$ cat config.mk
export PLATFORM = sky130hd
export DESIGN_NAME = mem_port_arbiter_flat
export DESIGN_NICKNAME = d
export VERILOG_FILES = /design/src/rtl/mem_arb_pkg.sv /design/src/rtl/mem_port_arbiter_if.sv /design/src/rtl/resp_tag_pipe.sv /design/src/rtl/mem_port_arbiter.sv /design/src/flat_wrapper.sv
export SDC_FILE = /design/constraint.sdc
export NUM_CORES = 1
export LEC_CHECK = 0
export ABC_AREA = 0
export ABC_CLOCK_PERIOD_IN_PS = 1700
export CORE_MARGIN = 10
export CORE_UTILIZATION = 20
export DETAILED_ROUTE_END_ITERATION = 6
export PLACE_DENSITY_LB_ADDON = 0.08
export SLEW_MARGIN = 20
export SYNTH_ARGS = -nofsm -noshare
export SYNTH_HDL_FRONTEND = slang
export SYNTH_SLANG_ARGS = --single-unit
export TNS_END_PERCENT = 1
$ cat constraint.sdc
create_clock -name clk -period 1.7 [get_ports clk]
set_clock_uncertainty 0.2 [all_clocks]
set_input_delay 0.17 -clock clk [delete_from_list [all_inputs] [get_ports clk]]
set_output_delay 0.17 -clock clk [all_outputs]
set_load 0.01 [all_outputs]
$ cat src/rtl/mem_arb_pkg.sv
// rtl/mem_arb_pkg.sv - owner codes, default parameters and tag helper for the memory port arbiter
package mem_arb_pkg;

   typedef enum logic [1:0] {
      OWN_NONE  = 2'd0,
      OWN_IF    = 2'd1,
      OWN_DLOAD = 2'd2
   } owner_e;

   localparam int DEF_MEM_LAT    = 1;
   localparam int DEF_STARVE_MAX = 4;
   localparam int STARVE_W       = 4;

   // A redirect makes any in-flight fetch response stale; load tags are untouched
   function automatic owner_e flush_kill(owner_e tag, logic flush);
      return (flush && (tag == OWN_IF)) ? OWN_NONE : tag;
   endfunction

endpackage

$ cat src/rtl/mem_port_arbiter_if.sv
// rtl/mem_port_arbiter_if.sv - requester and RAM port bundle for the memory port arbiter
interface mem_port_arbiter_if #(
   parameter int ADDR_W = 12
);
   logic              i_IfReq_1;
   logic [31:0]       i_IfAddr_32;
   logic              i_Flush_1;
   logic              o_IfGnt_1;
   logic              o_IfValid_1;
   logic [31:0]       o_IfData_32;
   logic              i_DReq_1;
   logic              i_DWe_1;
   logic [31:0]       i_DAddr_32;
   logic [31:0]       i_DWData_32;
   logic [3:0]        i_DByteEn_4;
   logic              o_DGnt_1;
   logic              o_DValid_1;
   logic [31:0]       o_DRData_32;
   logic              o_MemEn_1;
   logic [3:0]        o_MemWe_4;
   logic [ADDR_W-1:0] o_MemAddr;
   logic [31:0]       o_MemWData_32;
   logic [31:0]       i_MemRData_32;

   modport slave (
      input  i_IfReq_1, i_IfAddr_32, i_Flush_1,
      input  i_DReq_1, i_DWe_1, i_DAddr_32, i_DWData_32, i_DByteEn_4,
      input  i_MemRData_32,
      output o_IfGnt_1, o_IfValid_1, o_IfData_32,
      output o_DGnt_1, o_DValid_1, o_DRData_32,
      output o_MemEn_1, o_MemWe_4, o_MemAddr, o_MemWData_32
   );

   modport master (
      output i_IfReq_1, i_IfAddr_32, i_Flush_1,
      output i_DReq_1, i_DWe_1, i_DAddr_32, i_DWData_32, i_DByteEn_4,
      output i_MemRData_32,
      input  o_IfGnt_1, o_IfValid_1, o_IfData_32,
      input  o_DGnt_1, o_DValid_1, o_DRData_32,
      input  o_MemEn_1, o_MemWe_4, o_MemAddr, o_MemWData_32
   );

endinterface

$ cat src/rtl/resp_tag_pipe.sv
// rtl/resp_tag_pipe.sv - fixed-depth owner tag shift register with fetch flush-kill
module resp_tag_pipe
   import mem_arb_pkg::*;
#(
   parameter int DEPTH = DEF_MEM_LAT
) (
   input  logic   clk,
   input  logic   rst,
   input  logic   flush,
   input  owner_e push_tag,
   output owner_e out_tag
);

   owner_e tag_q [DEPTH];
   owner_e tag_d [DEPTH];

   // Advance tags one stage; the tag entering this cycle is never killed by the current flush
   always_comb begin
      for (int i = 0; i < DEPTH; i++) begin
         tag_d[i] = OWN_NONE;
      end
      tag_d[0] = push_tag;
      for (int i = 1; i < DEPTH; i++) begin
         tag_d[i] = flush_kill(tag_q[i-1], flush);
      end
   end

   // Tag storage; reset discards every in-flight response
   always_ff @(posedge clk or posedge rst) begin
      if (rst) begin
         for (int i = 0; i < DEPTH; i++) begin
            tag_q[i] <= OWN_NONE;
         end
      end else begin
         tag_q <= tag_d;
      end
   end

   assign out_tag = flush_kill(tag_q[DEPTH-1], flush);

endmodule

$ cat src/rtl/mem_port_arbiter.sv
// rtl/mem_port_arbiter.sv - shares one RAM port between instruction fetch and load/store
module mem_port_arbiter
   import mem_arb_pkg::*;
#(
   parameter int ADDR_W     = 12,
   parameter int MEM_LAT    = DEF_MEM_LAT,
   parameter int STARVE_MAX = DEF_STARVE_MAX
) (
   input  logic clk,
   input  logic rst,
   mem_port_arbiter_if.slave bus
);

   localparam logic [STARVE_W-1:0] STARVE_LIM = STARVE_W'(STARVE_MAX);

   logic                if_gnt;
   logic                d_gnt;
   logic [STARVE_W-1:0] starve_cnt_q;
   logic [STARVE_W-1:0] starve_cnt_d;
   logic                mem_en;
   logic [3:0]          mem_we;
   logic [ADDR_W-1:0]   mem_addr;
   logic [31:0]         mem_wdata;
   owner_e              push_tag;
   owner_e              out_tag;
   logic                if_valid;
   logic                d_valid;
   logic [ADDR_W-1:0]   if_word;
   logic [ADDR_W-1:0]   d_word;
   logic                unused_addr_bits;

   assign if_word = bus.i_IfAddr_32[ADDR_W+1:2];
   assign d_word  = bus.i_DAddr_32[ADDR_W+1:2];
   assign unused_addr_bits = ^{bus.i_IfAddr_32[31:ADDR_W+2], bus.i_IfAddr_32[1:0],
                               bus.i_DAddr_32[31:ADDR_W+2], bus.i_DAddr_32[1:0]};

   // Data has priority until fetch has waited STARVE_MAX data grants; nothing is granted in reset
   always_comb begin
      if_gnt = 1'b0;
      d_gnt  = 1'b0;
      if (!rst) begin
         if (bus.i_IfReq_1 && (!bus.i_DReq_1 || (starve_cnt_q >= STARVE_LIM))) begin
            if_gnt = 1'b1;
         end else if (bus.i_DReq_1) begin
            d_gnt = 1'b1;
         end
      end
   end

   // Count data grants that overtook a waiting fetch, saturating at the limit
   always_comb begin
      starve_cnt_d = starve_cnt_q;
      if (!bus.i_IfReq_1 || if_gnt) begin
         starve_cnt_d = '0;
      end else if (d_gnt && (starve_cnt_q < STARVE_LIM)) begin
         starve_cnt_d = starve_cnt_q + STARVE_W'(1);
      end
   end

   // Starvation counter register
   always_ff @(posedge clk or posedge rst) begin
      if (rst) begin
         starve_cnt_q <= '0;
      end else begin
         starve_cnt_q <= starve_cnt_d;
      end
   end

   // Steer the granted request onto the RAM port and pick the owner tag of its response
   always_comb begin
      mem_en    = 1'b0;
      mem_we    = 4'b0000;
      mem_addr  = '0;
      mem_wdata = '0;
      push_tag  = OWN_NONE;
      if (d_gnt) begin
         mem_en    = 1'b1;
         mem_addr  = d_word;
         mem_wdata = bus.i_DWData_32;
         if (bus.i_DWe_1) begin
            mem_we = bus.i_DByteEn_4;
         end else begin
            push_tag = OWN_DLOAD;
         end
      end else if (if_gnt) begin
         mem_en   = 1'b1;
         mem_addr = if_word;
         push_tag = OWN_IF;
      end
   end

   resp_tag_pipe #(
      .DEPTH (MEM_LAT)
   ) u_tag_pipe (
      .clk      (clk),
      .rst      (rst),
      .flush    (bus.i_Flush_1),
      .push_tag (push_tag),
      .out_tag  (out_tag)
   );

   assign if_valid = (out_tag == OWN_IF);
   assign d_valid  = (out_tag == OWN_DLOAD);

   assign bus.o_IfGnt_1     = if_gnt;
   assign bus.o_DGnt_1      = d_gnt;
   assign bus.o_MemEn_1     = mem_en;
   assign bus.o_MemWe_4     = mem_we;
   assign bus.o_MemAddr     = mem_addr;
   assign bus.o_MemWData_32 = mem_wdata;
   assign bus.o_IfValid_1   = if_valid;
   assign bus.o_IfData_32   = if_valid ? bus.i_MemRData_32 : 32'h0;
   assign bus.o_DValid_1    = d_valid;
   assign bus.o_DRData_32   = d_valid ? bus.i_MemRData_32 : 32'h0;

endmodule
$ cat src/flat_wrapper.sv
// flat-port wrapper written by rule: the top's interface ports become plain ports
module mem_port_arbiter_flat import mem_arb_pkg::*;
#(
   parameter int ADDR_W     = 12,
   parameter int MEM_LAT    = DEF_MEM_LAT,
   parameter int STARVE_MAX = DEF_STARVE_MAX
)
  (clk, rst, bus_i_IfReq_1, bus_i_IfAddr_32, bus_i_Flush_1, bus_i_DReq_1, bus_i_DWe_1, bus_i_DAddr_32, bus_i_DWData_32, bus_i_DByteEn_4, bus_i_MemRData_32, bus_o_IfGnt_1, bus_o_IfValid_1, bus_o_IfData_32, bus_o_DGnt_1, bus_o_DValid_1, bus_o_DRData_32, bus_o_MemEn_1, bus_o_MemWe_4, bus_o_MemAddr, bus_o_MemWData_32);
  mem_port_arbiter_if #(.ADDR_W(ADDR_W)) bus_i ();
  input  logic clk;
  input  logic rst;
  input wire logic [$bits(bus_i.i_IfReq_1)-1:0] bus_i_IfReq_1;
  input wire logic [$bits(bus_i.i_IfAddr_32)-1:0] bus_i_IfAddr_32;
  input wire logic [$bits(bus_i.i_Flush_1)-1:0] bus_i_Flush_1;
  input wire logic [$bits(bus_i.i_DReq_1)-1:0] bus_i_DReq_1;
  input wire logic [$bits(bus_i.i_DWe_1)-1:0] bus_i_DWe_1;
  input wire logic [$bits(bus_i.i_DAddr_32)-1:0] bus_i_DAddr_32;
  input wire logic [$bits(bus_i.i_DWData_32)-1:0] bus_i_DWData_32;
  input wire logic [$bits(bus_i.i_DByteEn_4)-1:0] bus_i_DByteEn_4;
  input wire logic [$bits(bus_i.i_MemRData_32)-1:0] bus_i_MemRData_32;
  output wire logic [$bits(bus_i.o_IfGnt_1)-1:0] bus_o_IfGnt_1;
  output wire logic [$bits(bus_i.o_IfValid_1)-1:0] bus_o_IfValid_1;
  output wire logic [$bits(bus_i.o_IfData_32)-1:0] bus_o_IfData_32;
  output wire logic [$bits(bus_i.o_DGnt_1)-1:0] bus_o_DGnt_1;
  output wire logic [$bits(bus_i.o_DValid_1)-1:0] bus_o_DValid_1;
  output wire logic [$bits(bus_i.o_DRData_32)-1:0] bus_o_DRData_32;
  output wire logic [$bits(bus_i.o_MemEn_1)-1:0] bus_o_MemEn_1;
  output wire logic [$bits(bus_i.o_MemWe_4)-1:0] bus_o_MemWe_4;
  output wire logic [$bits(bus_i.o_MemAddr)-1:0] bus_o_MemAddr;
  output wire logic [$bits(bus_i.o_MemWData_32)-1:0] bus_o_MemWData_32;
  assign bus_i.i_IfReq_1 = bus_i_IfReq_1;
  assign bus_i.i_IfAddr_32 = bus_i_IfAddr_32;
  assign bus_i.i_Flush_1 = bus_i_Flush_1;
  assign bus_i.i_DReq_1 = bus_i_DReq_1;
  assign bus_i.i_DWe_1 = bus_i_DWe_1;
  assign bus_i.i_DAddr_32 = bus_i_DAddr_32;
  assign bus_i.i_DWData_32 = bus_i_DWData_32;
  assign bus_i.i_DByteEn_4 = bus_i_DByteEn_4;
  assign bus_i.i_MemRData_32 = bus_i_MemRData_32;
  assign bus_o_IfGnt_1 = bus_i.o_IfGnt_1;
  assign bus_o_IfValid_1 = bus_i.o_IfValid_1;
  assign bus_o_IfData_32 = bus_i.o_IfData_32;
  assign bus_o_DGnt_1 = bus_i.o_DGnt_1;
  assign bus_o_DValid_1 = bus_i.o_DValid_1;
  assign bus_o_DRData_32 = bus_i.o_DRData_32;
  assign bus_o_MemEn_1 = bus_i.o_MemEn_1;
  assign bus_o_MemWe_4 = bus_i.o_MemWe_4;
  assign bus_o_MemAddr = bus_i.o_MemAddr;
  assign bus_o_MemWData_32 = bus_i.o_MemWData_32;
  mem_port_arbiter #(.ADDR_W(ADDR_W), .MEM_LAT(MEM_LAT), .STARVE_MAX(STARVE_MAX)) u_core (.clk(clk), .rst(rst), .bus(bus_i));
endmodule
# Word level (Yosys, flattened, before mapping)

Cells that the tools add are included.

Order comparisons: 2
Reductions and logical operators: 8
Muxes and demuxes: 20
Add/subtract/negate cells: 1
Eq/ne operators: 3

Operator list:

| operator                                                          | count |
|---|---|
| two-way mux 32 bit                                                | 3 |
| two-way mux 12 bit                                                | 2 |
| two-way mux 4 bit                                                 | 4 |
| two-way mux 1 bit                                                 | 8 |
| two-way mux 2 bit                                                 | 3 |
| adder 4 x 1 -> 4 bit, second input constant                       | 1 |
| == test 2 x 1 -> 1 bit, second input constant                     | 2 |
| greater-or-equal comparator 4 x 3 -> 1 bit, second input constant | 1 |
| < comparator 4 x 3 -> 1 bit, second input constant                | 1 |
| logical AND 1 bit                                                 | 3 |
| == test 2 bit, second input constant                              | 1 |
| zero test 1 bit                                                   | 2 |
| logical OR 1 bit                                                  | 2 |
| nonzero test 2 bit                                                | 1 |

Input bits: 138
Register bits: 6

# Depth between registers and ports, before layout

Gate-level depths: netlist of run 1.

Depth after elaboration: 8
Gate-level depth with buffers: 4
Mapped depth without buffers: 3

# Cells and area by module

A second synthesis of run 1 with hierarchy kept.

Cell total of the unflattened synthesis: 158
Area total of the unflattened synthesis: 1,124.8 um^2

Modules (own cells, without submodules):

| module           | times used | area an instance (um^2) | cells each |
|---|---|---|---|
| mem_port_arbiter | 1          | 1,056.0                 | 152 |
| resp_tag_pipe    | 1          | 68.8                    | 6 |

# Worst setup path before layout of run 1

OpenSTA, ideal clock, no wires.

Path kind: register to output
From: reg u_core.starve_cnt_q[2]
To: out bus_o_MemWData_32[0]
Slack: 0.208 ns
Required time: 1.330 ns
Stages on the path, launching flop included: 4
Arrival: 1.122 ns
Path buffers: 1
Cell sequence: dfrtp_1 o21a_1 buf_2 nor3b_1

Longest elaborated chain between the ends: 6

RTL lines:

| item                                       | line                   | text |
|---|---|---|
| start: declaration                         | mem_port_arbiter.sv:18 | `logic [STARVE_W-1:0] starve_cnt_q;` |
| start signal: assignment                   | mem_port_arbiter.sv:65 | `starve_cnt_q <= starve_cnt_d;` |
| greater-or-equal comparator 4 x 3 -> 1 bit | mem_port_arbiter.sv:42 | `if (bus.i_IfReq_1 && (!bus.i_DReq_1 \|\| (starve_cnt_q >= STARVE_LIM))) begin` |
| logical OR 1 bit                           | mem_port_arbiter.sv:42 |  |
| logical AND 1 bit                          | mem_port_arbiter.sv:42 |  |
| two-way mux 1 bit                          | mem_port_arbiter.sv:42 |  |
| two-way mux 1 bit                          | mem_port_arbiter.sv:41 | `if (!rst) begin` |
| two-way mux 32 bit                         | mem_port_arbiter.sv:76 | `if (d_gnt) begin` |
| end: declaration                           | flat_wrapper.sv:30     | `output wire logic [$bits(bus_i.o_MemWData_32)-1:0] bus_o_MemWData_32;` |

Every way passes these cells.

# Worst setup path in the final report of run 1

From: reg u_core.starve_cnt_q[2]
To: out bus_o_MemAddr[7]

Longest elaborated chain between the ends: 7
Elaborated cells on any way between the ends: 9
Classes of those cells: order compare: 1; mux: 6; reduce/logical: 2

RTL lines:

| item                                           | line                   | text |
|---|---|---|
| greater-or-equal comparator 4 x 3 -> 1 bit (*) | mem_port_arbiter.sv:42 |  |
| logical OR 1 bit (*)                           | mem_port_arbiter.sv:42 |  |
| logical AND 1 bit (*)                          | mem_port_arbiter.sv:42 |  |
| two-way mux 1 bit                              | mem_port_arbiter.sv:42 |  |
| two-way mux 1 bit                              | mem_port_arbiter.sv:41 |  |
| two-way mux 12 bit                             | mem_port_arbiter.sv:85 | `end else if (if_gnt) begin` |
| two-way mux 12 bit (*)                         | mem_port_arbiter.sv:76 |  |
| end: declaration                               | flat_wrapper.sv:29     | `output wire logic [$bits(bus_i.o_MemAddr)-1:0] bus_o_MemAddr;` |

Mark *: on every way between the ends. The rest lies on a longest branch, timed or not.

==> results of run 1 <==
-- worst max-delay path, cell delays in order, from the launching register on --
cell	delay [ns]
dfrtp_1	0.39
buf_6	0.13
nor3b_4	0.23
buf_6	0.14
buf_6	0.12
o22ai_2	0.06
buf_2	0.15
-- Yosys cell counts (all sizes together) --
master    n  share of area (%)
and2     64                 30
nor3b    37                 22
nand3b   24                 13
o22ai    12                5.5
buf      11                5.4
clkbuf   11                3.0
dfrtp     6                 11
nand2     5                1.4
nor3      5                1.8
nor2      3               0.83
and3      2               0.92
a41o      1               0.74
and2b     1               0.55
ha        1               0.92
inv       1               0.28
nand2b    1               0.46
nor2b     1               0.46
o21a      1               0.55
o221a     1               0.83
o2bb2ai   1               0.65
-- metal layers --
metal  part of all wire (%)  up-vias  track usage [%]  routed length [um]
li1                       -     1093                -                   -
met5                      0        -                0                   0
met2                     49      150             31.8                4870
met4                   0.63        0             2.93                  63
met1                     36     1018             16.3                3580
met3                     15        5             11.1                1510
-- sequential cells by signal, summed over array words and instances, names as in the netlist --
name and cells:
u_core.starve_cnt_q 4, u_core.u_tag_pipe.tag_q 2
-- final cells by class --
cell class,instances,share of cell area [%]
Clock buffer,3,1.12
Inverter,1,0.102
Multi-Input combinational cell,160,36.7
Sequential cell,6,4.08
Tap cell,77,2.62
Timing Repair Buffer,238,55.4
-- placed cells by master, fill, tap and decap left out, types with 2 or more instances in the layout --
cell / instances
nor2_1: 3
and3_1: 2
clkdlybuf4s15_1: 2
o22ai_2: 6
o22ai_1: 6
nor3b_1: 9
nand3b_1: 24
and2_4: 24
buf_2: 85
and2_1: 40
nor3b_2: 26
dfrtp_1: 6
buf_4: 16
clkbuf_8: 3
clkdlybuf4s50_1: 93
nand2_1: 5
buf_6: 28
clkbuf_16: 2
buf_12: 5
nor3_2: 4
dlygate4sd2_1: 5
nor3b_4: 2
-- what timing repair did --
item / CTS / global route
endpoints found under the setup margin: 117 / 112
gates cloned: 2 / 2
buffers inserted: 2 / 3
gates resized for setup: 478 / 122
pin swaps: 12 / 36
-- final timing paths --
check | start | end | slack (ns) | depth (start not counted)
setup / recovery | u_core.starve_cnt_q[2]$_DFFE_PP0P_ | bus_o_MemAddr[7] | -0.13 | 6
hold / removal | rst | u_core.starve_cnt_q[1]$_DFFE_PP0P_ | 0.09 | 4
setup reg to reg | u_core.starve_cnt_q[2]$_DFFE_PP0P_ | u_core.starve_cnt_q[1]$_DFFE_PP0P_ | 0.27 | 5
hold reg to reg | u_core.starve_cnt_q[0]$_DFFE_PP0P_ | u_core.starve_cnt_q[0]$_DFFE_PP0P_ | 0.36 | 2
max in group asynchronous | rst | u_core.u_tag_pipe.tag_q[0]$_DFF_PP0_ | 1.09 | 4
min in group clk | rst | u_core.u_tag_pipe.tag_q[0]$_DFF_PP0_ | 0.28 | 3
-- through the flow --
step	worst slack, ns	total power [mW]
after floorplan	0.208	0.342
after global placement	-0.555	0.794
after detailed placement	-0.554	0.797
after CTS	-0.214	0.979
after global routing	-0.196	1.08
final	-0.131	1.02
-- power by group through the flow --
stage / sequential [mW] / combinational [mW] / clock, mW
floorplan: 0.151 / 0.192 / 0
global placement: 0.151 / 0.643 / 0
detailed placement: 0.152 / 0.646 / 0
CTS: 0.150 / 0.598 / 0.231
global route: 0.151 / 0.688 / 0.238
finish: 0.150 / 0.643 / 0.227
-- kinds of logic after synthesis --
logic type | Yosys count
simple gates | 143
buf+inv | 23
compound gates | 16
flops | 6
fa+ha+maj | 1
==> flow_summary.json, run 1 <==
{
  "drive_gt1_share_pct": 50.2,
  "antenna_found_initial": 0,
  "max_freq_mhz": 546,
  "ys_types": 24,
  "setup_violations": 96,
  "area_delta_synth_final_pct": 172,
  "place_hpwl_um": 8080,
  "cts_tree": "yes",
  "place_area_um2": 3660,
  "p_leak_nw": 1.78,
  "post-route-min-period_ns": 1.83,
  "powerDensity_nw_per_um2": 277,
  "power.share.sequential_pct": 14.7,
  "hold_viol_final": 0,
  "drt_iter0_drc": 78,
  "ir_drop_uv": 170,
  "synth_compound_area_share_pct": 8.31,
  "synthAdderAreaFrac_pct": 0.923,
  "via_count": 2266,
  "die_y_um": 102,
  "ys_seq_area_share_pct": 11.1,
  "grt_pass1_wl_um": 14000,
  "synth_area_per_cell_um2": 7.17,
  "multiInputGateArea_um2": 1350,
  "synth_top_family_by_area": "simple AND/OR/NAND/NOR gates",
  "grt_max_degree": 39,
  "grt_pass1_vias": 2333,
  "power_frac_comb_pct": 63.0,
  "dp_cells": 474,
  "clock_sinks": 6,
  "switching_power_mw": 0.317,
  "synth_xor_xnor_area_share_pct": 0,
  "synth_seq_cells": 6,
  "start_kind": "flop",
  "drc_errors": 0,
  "start_util_pct": 21.0,
  "yosysWarningCount": 0,
  "whs_ns": 0.0949,
  "maxCapViolations": 0,
  "worst_slew_pin_slew_ns": 0.246,
  "violations": "setup timing",
  "critical_path.max_fanout": 5,
  "switching_share_pct": 31.1,
  "relSlewSlack_pct": 83.6,
  "finalSetupTns_ns": -4.99,
  "die_area_um2": 10500,
  "cts_hold_buf": 0,
  "antenna_cells": 0,
  "firstDrtPassIters": 4,
  "internal_power_mw": 0.703,
  "clkLatencyLatePin_ns": 0.23,
  "regArea_um2": 150,
  "slew_violations": 0,
  "timing_worst_setup_path_type": "reg -> out",
  "syn_area_um2": 1360,
  "grt_setup_unrepaired": "yes",
  "power_frac_clock_pct": 22.3,
  "crit_arrival_ns": 1.46,
  "ant_nets": 0,
  "worst_slack_ns": -0.131,
  "n_fill_cell": 652,
  "design_area_um2": 3680,
  "clkTransAtPathRegs_ns": 0.04,
  "root_buffer": "clkbuf_8",
  "ioPinCount": 255,
  "synth.area.mux_share_pct": 0,
  "htreeDepth": 1,
  "wire_per_inst_um": 20.7,
  "nets": 549,
  "track_usage_pct": 17.4,
  "finalNonFillerCells": 485,
  "crit_required_ns": 1.33,
  "die_w_um": 102,
  "placeableCoreArea_um2": 6460,
  "rows": 29,
  "synthCells": 189,
  "synthSimpleGateAreaFrac_pct": 71.0,
  "period_share_pct": 108,
  "cts-buffers-inserted": 3,
  "clk_path_buf_depth": 2,
  "status": "finished, violations left",
  "portBuffers": 214,
  "cp-end-kind": "output pin",
  "wl_um": 10000,
  "routabilityCongestion": 0.818,
  "fin_util_pct": 57.0,
  "post_drt_via_cell_ratio": 4.67,
  "syn-num-nets": 328,
  "hold_path.class": "in -> async",
  "gr-total-overflow": 0
}
(Power assumes the default switching activity.)
==> inputs of run 2 (changes only) <==
--- a/config.mk
+++ b/config.mk
@@ -7,12 +7,13 @@
 export LEC_CHECK = 0
 export ABC_AREA = 0
 export ABC_CLOCK_PERIOD_IN_PS = 1700
+export CELL_PAD_IN_SITES_DETAIL_PLACEMENT = 1
+export CELL_PAD_IN_SITES_GLOBAL_PLACEMENT = 2
 export CORE_MARGIN = 10
-export CORE_UTILIZATION = 20
+export CORE_UTILIZATION = 10
 export DETAILED_ROUTE_END_ITERATION = 6
 export PLACE_DENSITY_LB_ADDON = 0.08
 export SLEW_MARGIN = 20
 export SYNTH_ARGS = -nofsm -noshare
 export SYNTH_HDL_FRONTEND = slang
 export SYNTH_SLANG_ARGS = --single-unit
-export TNS_END_PERCENT = 1
==> flow_summary.json, run 2 (same netlist as run 1, synthesis figures left out) <==
{
  "hold_path.class": "in -> async",
  "cp-end-kind": "output pin",
  "via_count": 2378,
  "power.share.sequential_pct": 12.0,
  "drc_errors": 0,
  "drt_iter0_drc": 51,
  "grt_max_degree": 39,
  "final_cell_mix": "clkdlybuf4s50_1 (93), buf_6 (72), buf_2 (68), and2_4 (46), nor3b_2 (27)",
  "clk_path_buf_depth": 2,
  "routabilityCongestion": 0.698,
  "relSlewSlack_pct": 82.2,
  "worst_slack_ns": -0.150,
  "firstDrtPassIters": 4,
  "power_frac_clock_pct": 30.4,
  "wire_per_inst_um": 18.4,
  "regMostFlops": "u_core.starve_cnt_q",
  "antenna_found_initial": 0,
  "gr-total-overflow": 0,
  "cts_tree": "yes",
  "cpPeakStageDelay_ns": 0.40,
  "maxCapViolations": 0,
  "post-route-min-period_ns": 1.85,
  "ant_nets": 0,
  "ioPinCount": 255,
  "crit_required_ns": 1.33,
  "powerDensity_nw_per_um2": 283,
  "worst_slew_pin_slew_ns": 0.266,
  "cp_cell_sequence": "buf_6 > nor3b_4 > buf_4 > buf_6 > buf_4 > nor3b_1 > buf_2",
  "grt_setup_unrepaired": "yes",
  "die_y_um": 136,
  "cp_slowest_cell": "dfrtp_1",
  "finalNonFillerCells": 611,
  "mostFrequentLayoutCell": "clkdlybuf4s50_1",
  "htreeDepth": 1,
  "fin_util_pct": 33.5,
  "hold_viol_final": 0,
  "track_usage_pct": 10.9,
  "whs_ns": 0.0120,
  "die_w_um": 136,
  "root_buffer": "clkbuf_16",
  "violations": "setup timing",
  "max_freq_mhz": 540,
  "setup_violations": 100,
  "nets": 576,
  "largest_reg_flops": 4,
  "clock_sinks": 6,
  "switching_power_mw": 0.343,
  "wl_um": 11200,
  "reg_top3": "u_core.starve_cnt_q (4), u_core.u_tag_pipe.tag_q (2)",
  "slew_violations": 0,
  "internal_power_mw": 0.911,
  "cts-buffers-inserted": 3,
  "critical_path.max_fanout": 2,
  "ir_drop_uv": 218,
  "grt_pass1_vias": 2597,
  "status": "finished, violations left",
  "start_util_pct": 10.2,
  "switching_share_pct": 27.4,
  "rows": 42,
  "grt_pass1_wl_um": 16000,
  "p_leak_nw": 2.05,
  "post_drt_via_cell_ratio": 3.89,
  "area_delta_synth_final_pct": 227,
  "dp_cells": 576,
  "clkTransAtPathRegs_ns": 0.03,
  "place_hpwl_um": 8270,
  "portBuffers": 214,
  "timing_worst_setup_path_type": "reg -> out",
  "placeableCoreArea_um2": 13200,
  "period_share_pct": 109,
  "crit_arrival_ns": 1.48,
  "drive_gt1_share_pct": 59.8,
  "die_area_um2": 18600,
  "power_frac_comb_pct": 57.6,
  "antenna_cells": 0,
  "clkLatencyLatePin_ns": 0.23,
  "start_kind": "flop"
}
==> run 2: changes by cell type in the layout (fill, tap and decap cells not counted), moves of 4 or more <==
cell,change
and2_1,-22
and2_4,+22
buf_16,+4
buf_2,-17
buf_6,+44
clkbuf_16,+4
==> run 2: what timing repair did <==
item                       4_1_cts  5_1_grt
setup endpoints to repair      117      119
pin swaps                       29       38
hold endpoints to repair         0        0
setup buffers                   21        6
hold buffers                     0        0
gates resized for setup        602       79
gates cloned                     8        4
==> run 2: worst paths after layout <==
| check | slack, ns | endpoint | cells past startpoint | startpoint |
|---|---|---|---|---|
| hold / removal | 0.01 | u_core.starve_cnt_q[1]$_DFFE_PP0P_ | 4 | rst |
| setup / recovery | -0.15 | bus_o_IfGnt_1 | 7 | u_core.starve_cnt_q[2]$_DFFE_PP0P_ |
| hold reg to reg | 0.37 | u_core.starve_cnt_q[0]$_DFFE_PP0P_ | 2 | u_core.starve_cnt_q[0]$_DFFE_PP0P_ |
| setup reg to reg | 0.04 | u_core.starve_cnt_q[2]$_DFFE_PP0P_ | 7 | u_core.starve_cnt_q[2]$_DFFE_PP0P_ |
| min in group clk | 0.19 | u_core.u_tag_pipe.tag_q[0]$_DFF_PP0_ | 3 | rst |
| max in group asynchronous | 1.17 | u_core.u_tag_pipe.tag_q[1]$_DFF_PP0_ | 4 | rst |
==> run 2: critical path, delay by kind of cell (launching register included) <==
family / cells / cell delay, ns
buf+inv: 5 / 0.59
simple gates: 2 / 0.25
flops: 1 / 0.40
==> run 2: cell type report <==
type                            instances  area [um^2]
Inverter                                1         3.75
Sequential cell                         6          150
Tap cell                              176          220
Fill cell                            1547         8810
Multi-Input combinational cell        160         1450
Clock buffer                            3         75.1
Timing Repair Buffer                  265         2540
==> run 2: routing by layer <==
metal | global-route usage, % | vias to the layer above | part of all wire (%) | wire length (um)
met2 | 19.0 | 144 | 48 | 5400
met3 | 4.43 | 4 | 12 | 1290
met4 | 1.60 | 0 | 0.50 | 56
met5 | 0 | - | 0 | 0
li1 | - | 1142 | - | -
met1 | 12.3 | 1088 | 40 | 4480
==> run 2: power by group through the flow <==
stage | Clock, mW | Combinational [mW] | Sequential (mW)
global placement | 0 | 0.653 | 0.151
finish | 0.381 | 0.723 | 0.150
CTS | 0.385 | 0.670 | 0.150
floorplan | 0 | 0.192 | 0.151
detailed placement | 0 | 0.654 | 0.152
global route | 0.395 | 0.779 | 0.151
==> run 2: through the flow <==
stage          TNS [ns]  setup WS [ns]  area (um^2)  power (mW)
2_1_floorplan         0          0.208         1360       0.342
3_3_place_gp     -40.80         -0.510         3810       0.804
3_5_place_dp     -42.66         -0.533         3810       0.806
4_1_cts          -12.82         -0.230         4170        1.21
5_1_grt          -13.87         -0.207         4440        1.32
6_report          -6.88         -0.150         4440        1.25
